===== config.mk =====
export PLATFORM = sky130hd
export DESIGN_NAME = pooling_layer_max_unit
export DESIGN_NICKNAME = d
export VERILOG_FILES = /design/src/rtl/pooling_layer_max_unit.sv
export SDC_FILE = /design/constraint.sdc
export NUM_CORES = 1
export LEC_CHECK = 0
export ABC_CLOCK_PERIOD_IN_PS = 3800
export CAP_MARGIN = 5
export CORE_AREA = 2 2 126 116
export DETAILED_ROUTE_END_ITERATION = 12
export DIE_AREA = 0 0 128 118
export GPL_TIMING_DRIVEN = 0
export SLEW_MARGIN = 20
export SYNTH_ARGS = -nofsm -noshare
export SYNTH_HDL_FRONTEND = slang
export SYNTH_SLANG_ARGS = --single-unit

===== constraint.sdc =====
create_clock -name clk -period 3.8 [get_ports clk]
set_clock_uncertainty 0.05 [all_clocks]
set_input_delay 0.76 -clock clk [delete_from_list [all_inputs] [get_ports clk]]
set_output_delay 0.76 -clock clk [all_outputs]
set_load 0.05 [all_outputs]

===== src/rtl/pooling_layer_max_unit.sv =====
// pooling_layer_max_unit
// Running IEEE-754 single-precision maximum over each pooling window. Each pooled
// result goes out under a valid/ready handshake. The block counts results per
// feature map and raises a sticky flag on framing errors.
// Optional build macro: POOL_NAN_CHECK_EN. When it is defined, a window that
// contains a NaN emits the canonical quiet NaN, and a sticky nan_seen port is added.
module pooling_layer_max_unit #(
    parameter int DATA_WIDTH        = 32,
    parameter int WINDOW_LEN        = 4,
    parameter int OUTPUTS_PER_FRAME = 144
) (
    input  logic                  clk,
    input  logic                  rst,
    input  logic                  in_valid,
    input  logic                  in_last,
    input  logic [DATA_WIDTH-1:0] in_data,
    output logic                  in_ready,
    output logic                  out_valid,
    input  logic                  out_ready,
    output logic [DATA_WIDTH-1:0] out_data,
    output logic                  frame_last,
    output logic                  frame_err
`ifdef POOL_NAN_CHECK_EN
    ,
    output logic                  nan_seen
`endif
);

    localparam int FCW = (OUTPUTS_PER_FRAME > 1) ? $clog2(OUTPUTS_PER_FRAME) : 1;
    localparam logic [7:0]     WIN_END   = 8'(WINDOW_LEN);
    localparam logic [FCW-1:0] FRAME_END = FCW'(OUTPUTS_PER_FRAME - 1);

    typedef enum logic [1:0] {IDLE, ACCUM, EMIT} state_t;

    state_t                state_q, state_d;
    logic [7:0]            elem_cnt_q, elem_cnt_d;
    logic [FCW-1:0]        frame_cnt_q, frame_cnt_d;
    logic [DATA_WIDTH-1:0] max_q, max_d;
    logic                  err_q, err_d;
    logic                  accept;
    logic [7:0]            cnt_next;
    logic                  at_end;

    // IEEE-754 maximum on raw bit patterns. A positive operand beats a negative one,
    // so +0 beats -0. Between two positives the larger magnitude wins; between two
    // negatives the smaller magnitude wins.
    function automatic logic [DATA_WIDTH-1:0] fmax(input logic [DATA_WIDTH-1:0] a,
                                                   input logic [DATA_WIDTH-1:0] b);
        logic [DATA_WIDTH-1:0] r;
        if (a[DATA_WIDTH-1] != b[DATA_WIDTH-1])
            r = a[DATA_WIDTH-1] ? b : a;
        else if (!a[DATA_WIDTH-1])
            r = (a[DATA_WIDTH-2:0] > b[DATA_WIDTH-2:0]) ? a : b;
        else
            r = (a[DATA_WIDTH-2:0] < b[DATA_WIDTH-2:0]) ? a : b;
        return r;
    endfunction

`ifdef POOL_NAN_CHECK_EN
    localparam logic [DATA_WIDTH-1:0] QNAN = 32'h7FC0_0000;

    logic poison_q, poison_d;
    logic nan_q, nan_d;
    logic in_is_nan;

    function automatic logic is_nan(input logic [DATA_WIDTH-1:0] x);
        return (&x[30:23]) && (|x[22:0]);
    endfunction

    assign in_is_nan = is_nan(in_data);
`endif

    assign accept   = in_valid && (state_q != EMIT);
    // The element counter restarts from zero at the start of every window.
    assign cnt_next = ((state_q == IDLE) ? 8'd0 : elem_cnt_q) + 8'd1;
    assign at_end   = (cnt_next == WIN_END);

    // Next-state logic for the window FSM, the counters, the max register and the error flags.
    always_comb begin
        state_d     = state_q;
        elem_cnt_d  = elem_cnt_q;
        frame_cnt_d = frame_cnt_q;
        max_d       = max_q;
        err_d       = err_q;
`ifdef POOL_NAN_CHECK_EN
        poison_d    = poison_q;
        nan_d       = nan_q;
`endif
        case (state_q)
            IDLE, ACCUM: begin
                if (accept) begin
                    max_d      = (state_q == IDLE) ? in_data : fmax(max_q, in_data);
                    elem_cnt_d = cnt_next;
                    // A window closes on in_last or at full length. A window that is
                    // too short, or that is full without in_last, is a framing error.
                    state_d    = (in_last || at_end) ? EMIT : ACCUM;
                    if (in_last != at_end)
                        err_d = 1'b1;
`ifdef POOL_NAN_CHECK_EN
                    poison_d = ((state_q == IDLE) ? 1'b0 : poison_q) | in_is_nan;
                    nan_d    = nan_q | in_is_nan;
`endif
                end
            end
            EMIT: begin
                if (out_ready) begin
                    state_d     = IDLE;
                    elem_cnt_d  = 8'd0;
                    frame_cnt_d = (frame_cnt_q == FRAME_END) ? '0 : frame_cnt_q + FCW'(1);
                end
            end
            default: state_d = IDLE;
        endcase
    end

    // State registers. All of them are cleared by reset, which drops any partial window.
    always_ff @(posedge clk) begin
        if (rst) begin
            state_q     <= IDLE;
            elem_cnt_q  <= 8'd0;
            frame_cnt_q <= '0;
            max_q       <= '0;
            err_q       <= 1'b0;
`ifdef POOL_NAN_CHECK_EN
            poison_q    <= 1'b0;
            nan_q       <= 1'b0;
`endif
        end else begin
            state_q     <= state_d;
            elem_cnt_q  <= elem_cnt_d;
            frame_cnt_q <= frame_cnt_d;
            max_q       <= max_d;
            err_q       <= err_d;
`ifdef POOL_NAN_CHECK_EN
            poison_q    <= poison_d;
            nan_q       <= nan_d;
`endif
        end
    end

    assign in_ready   = (state_q != EMIT);
    assign out_valid  = (state_q == EMIT);
    assign frame_last = (state_q == EMIT) && (frame_cnt_q == FRAME_END);
    assign frame_err  = err_q;
`ifdef POOL_NAN_CHECK_EN
    assign out_data   = poison_q ? QNAN : max_q;
    assign nan_seen   = nan_q;
`else
    assign out_data   = max_q;
`endif

endmodule

==> reports/metrics.csv, run 1 <==
metric,value,unit
count of different cell masters after synthesis,43,
Post-synth EDFFs,0,
Tightest Pin Transition,0.558,ns
part of the power in combinational logic,27.3,%
WHS Path Cells,2,
clock sinks,51,
Peak VDD IR,0.147,mV
Setup crit start kind,input pin,
Maximum Capacitance Violations,0,
syn nets,451,
DR iter-0 viols,104,
worst-path maximum fanout,10,
CP Class,in2reg,
drt pass-1 iters,4,
Hold Path End,frame_err,
fin crit period,3.53,ns
Final setup viols,0,
Critical Path RT,3.97,ns
r2r endpoint,out_data[2],
Sw Ratio,31.4,%
IO Count,73,
status,completed,
ANT nets after route,0,
post-DR vias/cell,4.38,
layout cell share with drive strength beyond 1,3.94,%
initial antenna violation count,0,
Synth Area per Inst,8.60,um2
"Net count, final",529,
R2R setup slack,0.93,ns
Flop pwr share,38.7,%
GRT Overall Usage,11.3,%
DIE AREA,15100,um2
DRC viols,0,
Core Rows,41,
CP Cell Sequence,clkdlybuf4s50_1 > inv_1 > ha_1 > nand4_1 > nor4_1 > and4_2 > o41a_1 > nor2_1 > a211oi_4 > buf_8 > mux2i_1,
leak pwr,1.83,nW
Fin. Hold Viols,0,
PortBufs,71,
grt ovf,0,
Mapped Cells,378,
clk_lat worst skew,0.30,ns
hold wc startpoint,frame_err,
Pint,1.06,mW
predominant post-synthesis flop cell,dfxtp_1,
largest net degree at the start of global routing,17,
post-DP HPWL,6240,um
CP max-delay cell,clkdlybuf4s50_1,
H-tree Lvls,2,
Synth async-reset ratio,0,%
TNS Setup,0,ns
routed wire length per instance,12.8,um
Root Buffer,clkbuf_16,
clock share of power,33.9,%
reg-to-reg startpoint,out_data[28],
Finished Cell Area,4350,um2
area grow syn2layout,33.7,%
Critical Path Max Stage Delay,0.51,ns
Die Y,118,um
Netlist Area Pre-Place,3250,um2
Power Density,355,nW/um2
slew margin rel.,62.7,%
final period utilization,92.9,%
type of the tightest min-delay check,reg2reg,
Switch Pwr,484,uW
post-placement cell area,4180,um2
GPL Wtd Cong,0.796,
clock tree buffer depth,2,
critical path capture point type,flip-flop,
number of global-route vias before repair,2848,
"Seq/Total Area, Yosys",31.4,%
Initial Util,23.7,%
first-pass GRT wire length,13700,um
Post-CTS Hold Fix Bufs,0,
Synth Warn #,0,
Final Max Tran Viols,0,
Core Area,13700,um2
fmax,0.283,GHz
clk slew on worst S/H paths,0.07,ns
Critical Path AT,3.71,ns
#FFs+latches synth,51,
post-CTS sizing,0,
vias,2756,
post-CTS setup buffers,0,
RSZ-0062 raised after global routing,false,
TritonCTS clock tree,built,
Ant. Diodes,0,
chip width,128,um
FF-to-FF path depth,9,
total routed wirelength,8030,um
CTS Buf Count,5,
[worst max-delay path by stage]
stage,from,end,slack (ns),cells after the start
global placement,in_data[28],out_data[17],-0.05,11
CTS,in_data[28],out_data[2],0.18,11
finish,in_data[28],out_data[2],0.27,11
floorplan,in_data[2],out_data[0],0.85,10
global route,in_data[28],out_data[2],0.03,11
detailed placement,in_data[28],out_data[2],-0.12,11
[registers in the layout, summed over array words and instances, names as in the netlist]
name,flops
frame_err,1
frame_cnt_q,8
state_q,2
elem_cnt_q,8
out_data,32
[layout make-up]
class                      instances  area [um2]
fill                            1446        9400
clock inverter                     3        43.8
sequential                        51        1020
multi-input combinational        279        2020
timing repair buffer              71         711
tap                              172         215
buffer                            13        82.6
clock buffer                       5         125
inverter                          35         131
[power by group through the flow]
stage | sequential (mW) | clock [mW] | combinational (mW)
floorplan | 0.705 | 0 | 0.177
global placement | 0.608 | 0 | 0.420
detailed placement | 0.610 | 0 | 0.424
CTS | 0.598 | 0.547 | 0.427
global route | 0.603 | 0.565 | 0.460
finish | 0.597 | 0.523 | 0.421
[layout by cell type, fill, tap and decap left out, drive strengths merged, types with 2 or more instances in the layout]
master,netlist,routed
nor3b,2,2
inv,35,35
buf,3,3
and2,4,4
ha,36,36
nor2,31,31
dfxtp,51,51
a311oi,3,3
xor2,6,6
clkdlybuf4s50,0,71
nand4,6,6
clkbuf,10,15
nand2b,64,64
nand2,19,19
o21ai,8,8
nand3,12,12
xnor2,4,4
a211oi,3,3
a21o,2,2
a22oi,3,3
clkinv,0,2
and3,3,3
o21a,2,2
mux2i,34,34
a21oi,18,18
nor3,5,5
[metrics by stage]
step           power (mW)  hold WS (ns)  std cells  util, %  worst slack [ns]
6_report             1.54         0.440        629     31.6             0.269
5_1_grt              1.63         0.468        629     31.6            0.0304
4_1_cts              1.57         0.437        629     31.6             0.184
3_5_place_dp         1.03         0.420        621     30.4            -0.122
3_3_place_gp         1.03         0.418        621     30.4           -0.0493
2_1_floorplan       0.881         0.416        378        -             0.846
[logic make-up after synthesis]
| family | share of synthesized area (%) |
|---|---|
| xor+xnor | 2.69 |
| simple gates | 25.7 |
| flops | 31.4 |
| compound gates | 9.35 |
| buf+inv | 6.58 |
| mux | 10.5 |
| fa+ha+maj | 13.9 |
[synthesized netlist by cell type, types with 2 or more instances]
master	instances	area, um2
nand3_1	12	60.1
nor2_1	30	113
nand2_1	19	71.3
nor3_1	5	25.0
a21o_1	2	15.0
a21oi_1	18	90.1
and3_1	3	18.8
nand4_1	6	37.5
a22oi_1	3	22.5
inv_1	35	131
mux2i_1	34	340
o21a_1	2	15.0
xnor2_1	4	35.0
a311oi_1	3	26.3
buf_8	3	45.0
and2_1	2	12.5
xor2_1	6	52.6
nor3b_1	2	15.0
ha_1	36	450
o21ai_0	8	40.0
nand2b_1	64	400
clkbuf_1	10	37.5
dfxtp_1	51	1020
[worst max-delay path: cells and delay by family]
family	cells	cell delay [ns]
AO/OA/AOI/OAI	2	0.61
adder cells (fa/ha/maj)	1	0.29
buffers and inverters	3	0.79
multiplexers	1	0.21
AND/OR/NAND/NOR	4	1.03
[metal layers]
| metal | track usage (%) | part of all wire [%] |
|---|---|---|
| met1 | 14.9 | 49 |
| met2 | 18.0 | 45 |
| met3 | 3.00 | 4.6 |
| met4 | 3.30 | 1.3 |
| met5 | 0 | 0 |
Power figures use the tool's default switching activity.
==> run 2: changes to the inputs <==
--- a/config.mk
+++ b/config.mk
@@ -7,10 +7,11 @@
 export LEC_CHECK = 0
 export ABC_CLOCK_PERIOD_IN_PS = 3800
 export CAP_MARGIN = 5
-export CORE_AREA = 2 2 126 116
+export CORE_AREA = 2 2 88 81
 export DETAILED_ROUTE_END_ITERATION = 12
-export DIE_AREA = 0 0 128 118
+export DIE_AREA = 0 0 90 83
 export GPL_TIMING_DRIVEN = 0
+export PLACE_DENSITY = 0.79
 export SLEW_MARGIN = 20
 export SYNTH_ARGS = -nofsm -noshare
 export SYNTH_HDL_FRONTEND = slang
==> constraint.sdc (replaced) <==
create_clock -name clk -period 3.8 [get_ports clk]
set_clock_uncertainty 0.05 [all_clocks]
set_input_delay 0.38 -clock clk [delete_from_list [all_inputs] [get_ports clk]]
set_output_delay 0.38 -clock clk [all_outputs]
set_load 0.05 [all_outputs]
==> reports/metrics.csv, run 2 (synthesis gave the netlist of run 1 again) <==
metric,value,unit,change
post-DP HPWL,5480,um,-12%
GPL Wtd Cong,0.839,,+5.3%
ANT nets after route,0,,unchanged
uppermost layer routed,met4,,
total routed wirelength,7040,um,-12%
DIE AREA,7470,um2,-51%
clock share of power,27.2,%,-6.7 points
routed wire length per instance,12.9,um,+0.96%
final period utilization,79.3,%,-14 points
reg-to-reg startpoint,state_q[0],,
H-tree Lvls,2,,unchanged
GRT Overall Usage,19.7,%,+8.4 points
largest net degree at the start of global routing,16,,-1
post-CTS sizing,0,,unchanged
initial antenna violation count,0,,unchanged
Ant. Diodes,0,,unchanged
vias,2769,,+0.47%
first-pass GRT wire length,12300,um,-10%
clock sinks,51,,unchanged
slew margin rel.,64.8,%,+2.1 points
number of global-route vias before repair,2766,,-2.9%
clock tree buffer depth,2,,unchanged
Post-CTS Hold Fix Bufs,0,,unchanged
Fin. Hold Viols,0,,unchanged
Core Rows,28,,-32%
Non-Filler Instances,546,,-13%
drt pass-1 iters,4,,unchanged
status,completed,,
hold wc startpoint,frame_err,,
setup ws final,0.787,ns,+0.517 ns
Maximum Capacitance Violations,0,,unchanged
IO Count,73,,unchanged
Met3 Routed Length,236,um,-37%
Switch Pwr,455,uW,-6.0%
Setup crit start kind,input pin,,
Tightest Pin Transition,0.527,ns,-0.0314 ns
fmax,0.332,GHz,+17%
leak pwr,1.79,nW,-1.8%
Flop pwr share,42.8,%,+4.1 points
TNS Setup,0,ns,unchanged
# placed instances,539,,-13%
part of the power in combinational logic,30.0,%,+2.7 points
Peak VDD IR,0.207,mV,+41%
PortBufs,71,,unchanged
Root Buffer,clkbuf_8,,
R2R setup slack,0.96,ns,+0.03 ns
post-DR vias/cell,5.07,,+16%
"Net count, final",529,,unchanged
CTS Buf Count,5,,unchanged
Sw Ratio,32.6,%,+1.2 points
DR iter-0 viols,125,,+20%
dpl ws,0.459,ns,+0.581 ns
critical path capture point type,flip-flop,,
Final setup viols,0,,unchanged
wl on met1,3330,um,-15%
Die Y,83,um,-30%
met2 WL,3390,um,-6.9%
layout cell share with drive strength beyond 1,3.73,%,-0.21 points
fin crit period,3.01,ns,-0.517 ns
post-CTS setup buffers,0,,unchanged
Setup crit start,in_data[30],,
Critical Path AT,3.20,ns,-0.51 ns
Critical Path RT,3.99,ns,+0.02 ns
grt ovf,0,,unchanged
clk_lat worst skew,0.31,ns,about the same
Tot Pwr,1.39,mW,-9.6%
"leading cell type in the layout, fill and taps excluded",clkdlybuf4s50_1,,
Initial Util,49.9,%,+26 points
type of the tightest min-delay check,reg2reg,,
Pint,939,uW,-11%
Power Density,333,nW/um2,-6.0%
area grow syn2layout,28.6,%,
Core Area,6520,um2,-53%
Largest register FFs,32,,unchanged
DRC viols,0,,unchanged
CP Class,in2reg,,
RSZ-0062 raised after global routing,false,,
TritonCTS clock tree,built,,
Final Max Tran Viols,0,,unchanged
worst-path maximum fanout,10,,unchanged
chip width,90,um,-30%
clk slew on worst S/H paths,0.10,ns,+0.03 ns
"commonest non-fill, non-tap cells in the layout","71 x clkdlybuf4s50_1, 64 x nand2b_1, 51 x dfxtp_1",,
==> run 2: final cells by class <==
type / count / area (um2)
repair buffers: 71 / 711
clock buffers: 5 / 68.8
plain buffers: 13 / 82.6
flip-flops and latches: 51 / 1020
clock inverters: 2 / 37.5
inverters: 35 / 131
fillers: 570 / 2330
well taps: 90 / 113
multi-input cells: 279 / 2020
==> run 2: power groups by stage <==
stage	logic, mW	clock network (mW)	registers [mW]
3_3_place_gp	0.411	0	0.608
2_1_floorplan	0.177	0	0.705
6_report	0.417	0.379	0.597
5_1_grt	0.454	0.412	0.602
4_1_cts	0.422	0.387	0.597
3_5_place_dp	0.420	0	0.609
==> run 2: worst paths after layout <==
kind,end,cells past startpoint
worst max-delay path,out_data[12],11
worst min-delay path,frame_err,2
worst max register to register,frame_err,11
worst min register to register,frame_err,2
==> run 2: through the flow <==
stage | area, um2 | utilization [%] | hold WS (ns)
final | 4180 | 64.2 | 0.431
after global routing | 4180 | 64.2 | 0.477
after CTS | 4180 | 64.2 | 0.440
after detailed placement | 4080 | 62.5 | 0.417
after global placement | 4080 | 62.5 | 0.410
after floorplan | 3250 | - | 0.416
==> run 2: worst max-delay path, cell delays in order <==
cell             delay (ns)
clkdlybuf4s50_1        0.51
inv_1                  0.06
ha_1                   0.29
nand4_1                0.15
nor4_1                 0.39
and4_2                 0.32
o41a_1                 0.18
nor2_1                 0.08
a211oi_4               0.40
buf_8                  0.22
mux2i_1                0.23
==> run 2: per-layer routing <==
layer	track usage, %	vias up
li1	-	1436
met1	25.4	1281
met2	33.7	45
met3	3.54	7
met4	5.45	0
met5	0	-
==> run 3: changes to the inputs <==
--- a/config.mk
+++ b/config.mk
@@ -5,13 +5,13 @@
 export SDC_FILE = /design/constraint.sdc
 export NUM_CORES = 1
 export LEC_CHECK = 0
-export ABC_CLOCK_PERIOD_IN_PS = 3800
+export ABC_CLOCK_PERIOD_IN_PS = 2700
 export CAP_MARGIN = 5
-export CORE_AREA = 2 2 88 81
+export CORE_AREA = 2 2 92 85
 export DETAILED_ROUTE_END_ITERATION = 12
-export DIE_AREA = 0 0 90 83
+export DIE_AREA = 0 0 94 87
 export GPL_TIMING_DRIVEN = 0
-export PLACE_DENSITY = 0.79
+export PLACE_DENSITY = 0.76
 export SLEW_MARGIN = 20
 export SYNTH_ARGS = -nofsm -noshare
 export SYNTH_HDL_FRONTEND = slang
==> constraint.sdc (replaced) <==
create_clock -name clk -period 2.7 [get_ports clk]
set_clock_uncertainty 0.05 [all_clocks]
set_input_delay 0.27 -clock clk [delete_from_list [all_inputs] [get_ports clk]]
set_output_delay 0.27 -clock clk [all_outputs]
set_load 0.05 [all_outputs]
==> reports/metrics.csv, run 3 (synthesis gave the netlist of run 1 again) <==
metric,value,unit,change
chip width,94,um,+4.4%
Core Area,7320,um2,+12%
largest net degree at the start of global routing,15,,-1
setup ws final,0.0480,ns,-0.739 ns
CP bufs+invs,4,,+1
RSZ-0062 raised after global routing,true,,
H-tree Lvls,2,,unchanged
fmax,0.377,GHz,
# placed instances,545,,+1.1%
Critical Path RT,2.88,ns,-1.11 ns
TNS Setup,0,ns,unchanged
post-placement cell area,4090,um2,+0.43%
Tightest Pin Transition,0.546,ns,+0.0191 ns
drt pass-1 iters,4,,unchanged
Post-CTS Hold Fix Bufs,0,,unchanged
fin crit period,2.65,ns,
post-DR vias/cell,5.11,,+0.83%
Core Rows,30,,+7.1%
Pint,1.31,mW,+40%
Final setup viols,0,,unchanged
CP Cell Sequence,clkdlybuf4s50_1 > inv_2 > ha_4 > nand4_1 > nor4_4 > and4_4 > o41a_1 > nor2_2 > a211oi_4 > buf_6 > clkbuf_16 > mux2i_1,,
DIE AREA,8180,um2,+9.5%
Peak VDD IR,0.222,mV,+7.5%
DR iter-0 viols,137,,+9.6%
Non-Filler Instances,563,,+3.1%
part of the power in combinational logic,34.3,%,+4.3 points
final period utilization,98.2,%,
dpl ws,-0.577,ns,-1.04 ns
slew margin rel.,63.6,%,-1.2 points
PortBufs,71,,unchanged
Maximum Capacitance Violations,0,,unchanged
Finished Cell Area,4580,um2,+9.6%
area of the multi-input gates,2220,um2,+10%
DRC viols,0,,unchanged
Worst path top cell family by delay,buffers and inverters,,
Sw Ratio,33.6,%,+0.98 points
Critical Path Max Stage Delay,0.49,ns,-0.02 ns
"Net count, final",540,,+2.1%
clk slew on worst S/H paths,0.09,ns,about the same
critical path capture point type,flip-flop,,
Final Max Tran Viols,0,,unchanged
routed wire length per instance,14.2,um,+10%
Root Buffer,clkbuf_8,,
CP max-delay cell,clkdlybuf4s50_1,,
Fillers,622,,+9.1%
Hold Path End,out_data[17],,
Largest register FFs,32,,unchanged
leak pwr,2.01,nW,+12%
Critical Path AT,2.83,ns,-0.37 ns
IO Count,73,,unchanged
clock sinks,51,,unchanged
WHS Path Cells,3,,+1
area grow syn2layout,40.9,%,
Ant. Diodes,0,,unchanged
worst-path maximum fanout,7,,-3
TritonCTS clock tree,built,,
Fin. Hold Viols,0,,unchanged
layout cell share with drive strength beyond 1,15.0,%,+11 points
critical path depth,12,,+1
clock share of power,22.7,%,-4.5 points
"commonest non-fill, non-tap cells in the layout","64 x nand2b_1, 55 x clkdlybuf4s50_1, 37 x dfxtp_1",,
hold wc startpoint,in_data[17],,
status,completed,,
CTS Buf Count,5,,unchanged
number of global-route vias before repair,2845,,+2.9%
Switch Pwr,665,uW,+46%
type of the tightest min-delay check,in2reg,,
Die Y,87,um,+4.8%
"leading cell type in the layout, fill and taps excluded",nand2b_1,,
initial antenna violation count,0,,unchanged
first-pass GRT wire length,12700,um,+3.5%
reg-to-reg startpoint,out_data[29],,
CP Class,in2reg,,
GPL Wtd Cong,0.830,,-1.1%
Setup crit start kind,input pin,,
clock tree buffer depth,2,,unchanged
GRT Overall Usage,19.3,%,-0.39 points
post-DP HPWL,5730,um,+4.6%
grt ovf,0,,unchanged
R2R setup slack,0.07,ns,-0.89 ns
clk_lat worst skew,0.30,ns,about the same
total routed wirelength,8010,um,+14%
r2r endpoint,out_data[3],,
Initial Util,44.4,%,-5.5 points
register area,1040,um2,+2.0%
FF-to-FF path depth,10,,-1
vias,2879,,+4.0%
ANT nets after route,0,,unchanged
Power Density,432,nW/um2,+30%
Flop pwr share,42.9,%,about the same
## run 3: changes by cell type in the layout (fill, tap and decap cells not counted), moves of 3 or more
cell / change
clkdlybuf4s50_1: -16
dfxtp_1: -14
dlymetal6s2s_1: +14
dfxtp_2: +13
ha_1: -13
ha_4: +12
buf_4: +7
inv_1: -5
inv_2: +5
buf_12: +3
buf_8: -3
nand2_1: -3
nand2_2: +3
## run 3: layout make-up
| cell class | instances | share of cell area (%) |
|---|---|---|
| Clock buffer | 6 | 1.80 |
| Clock inverter | 1 | 0.109 |
| Inverter | 35 | 2.87 |
| Timing Repair Buffer | 82 | 19.3 |
| Sequential cell | 51 | 22.7 |
| Tap cell | 96 | 2.62 |
| Multi-Input combinational cell | 279 | 48.4 |
| Buffer | 13 | 2.13 |
## run 3: per-stage QoR
| step | hold slack (ns) | utilization (%) | total power [mW] |
|---|---|---|---|
| floorplan | 0.368 | - | 1.24 |
| global placement | 0.402 | 55.9 | 1.44 |
| detailed placement | 0.422 | 55.9 | 1.45 |
| CTS | 0.341 | 59.1 | 1.94 |
| global route | 0.212 | 62.6 | 2.09 |
| finish | 0.226 | 62.6 | 1.98 |
## run 3: layer usage
| metal | wire length [um] | GRT usage (%) |
|---|---|---|
| met5 | 0 | 0 |
| met4 | 64 | 5.01 |
| met3 | 332 | 3.03 |
| met2 | 4030 | 35.1 |
| met1 | 3580 | 23.6 |
## run 3: timing repair
item / CTS / global route
pin swaps: 10 / 18
setup buffers: 3 / 5
resized for setup: 21 / 40
endpoints found under the setup margin: 34 / 34
cloned: 1 / 2
## run 3: how the worst max path moves through the flow
| stage | startpoint | endpoint | slack (ns) |
|---|---|---|---|
| 3_5_place_dp | in_data[28] | out_data[16] | -0.58 |
| 3_3_place_gp | in_data[30] | out_data[30] | -0.54 |
| 5_1_grt | in_data[24] | out_data[3] | -0.05 |
| 2_1_floorplan | out_data[13] | out_data[16] | 0.03 |
| 4_1_cts | in_data[25] | out_data[21] | 0.007 |
| 6_report | in_data[24] | out_data[3] | 0.05 |
## run 3: power groups by stage
stage	logic (mW)	registers [mW]	clock network (mW)
after floorplan	0.249	0.994	0
after global placement	0.578	0.858	0
after detailed placement	0.590	0.860	0
after CTS	0.629	0.846	0.465
after global routing	0.731	0.856	0.498
final	0.679	0.849	0.450
## run 3: worst register-to-register path: cells and delay by family (launching register included)
kind | cells | cell delay [ns]
and+or+nand+nor | 4 | 0.88
buffers and inverters | 2 | 0.41
AOI/OAI and AO/OA | 2 | 0.40
DFF | 1 | 0.36
adders and majority gates | 1 | 0.26
muxes | 1 | 0.19
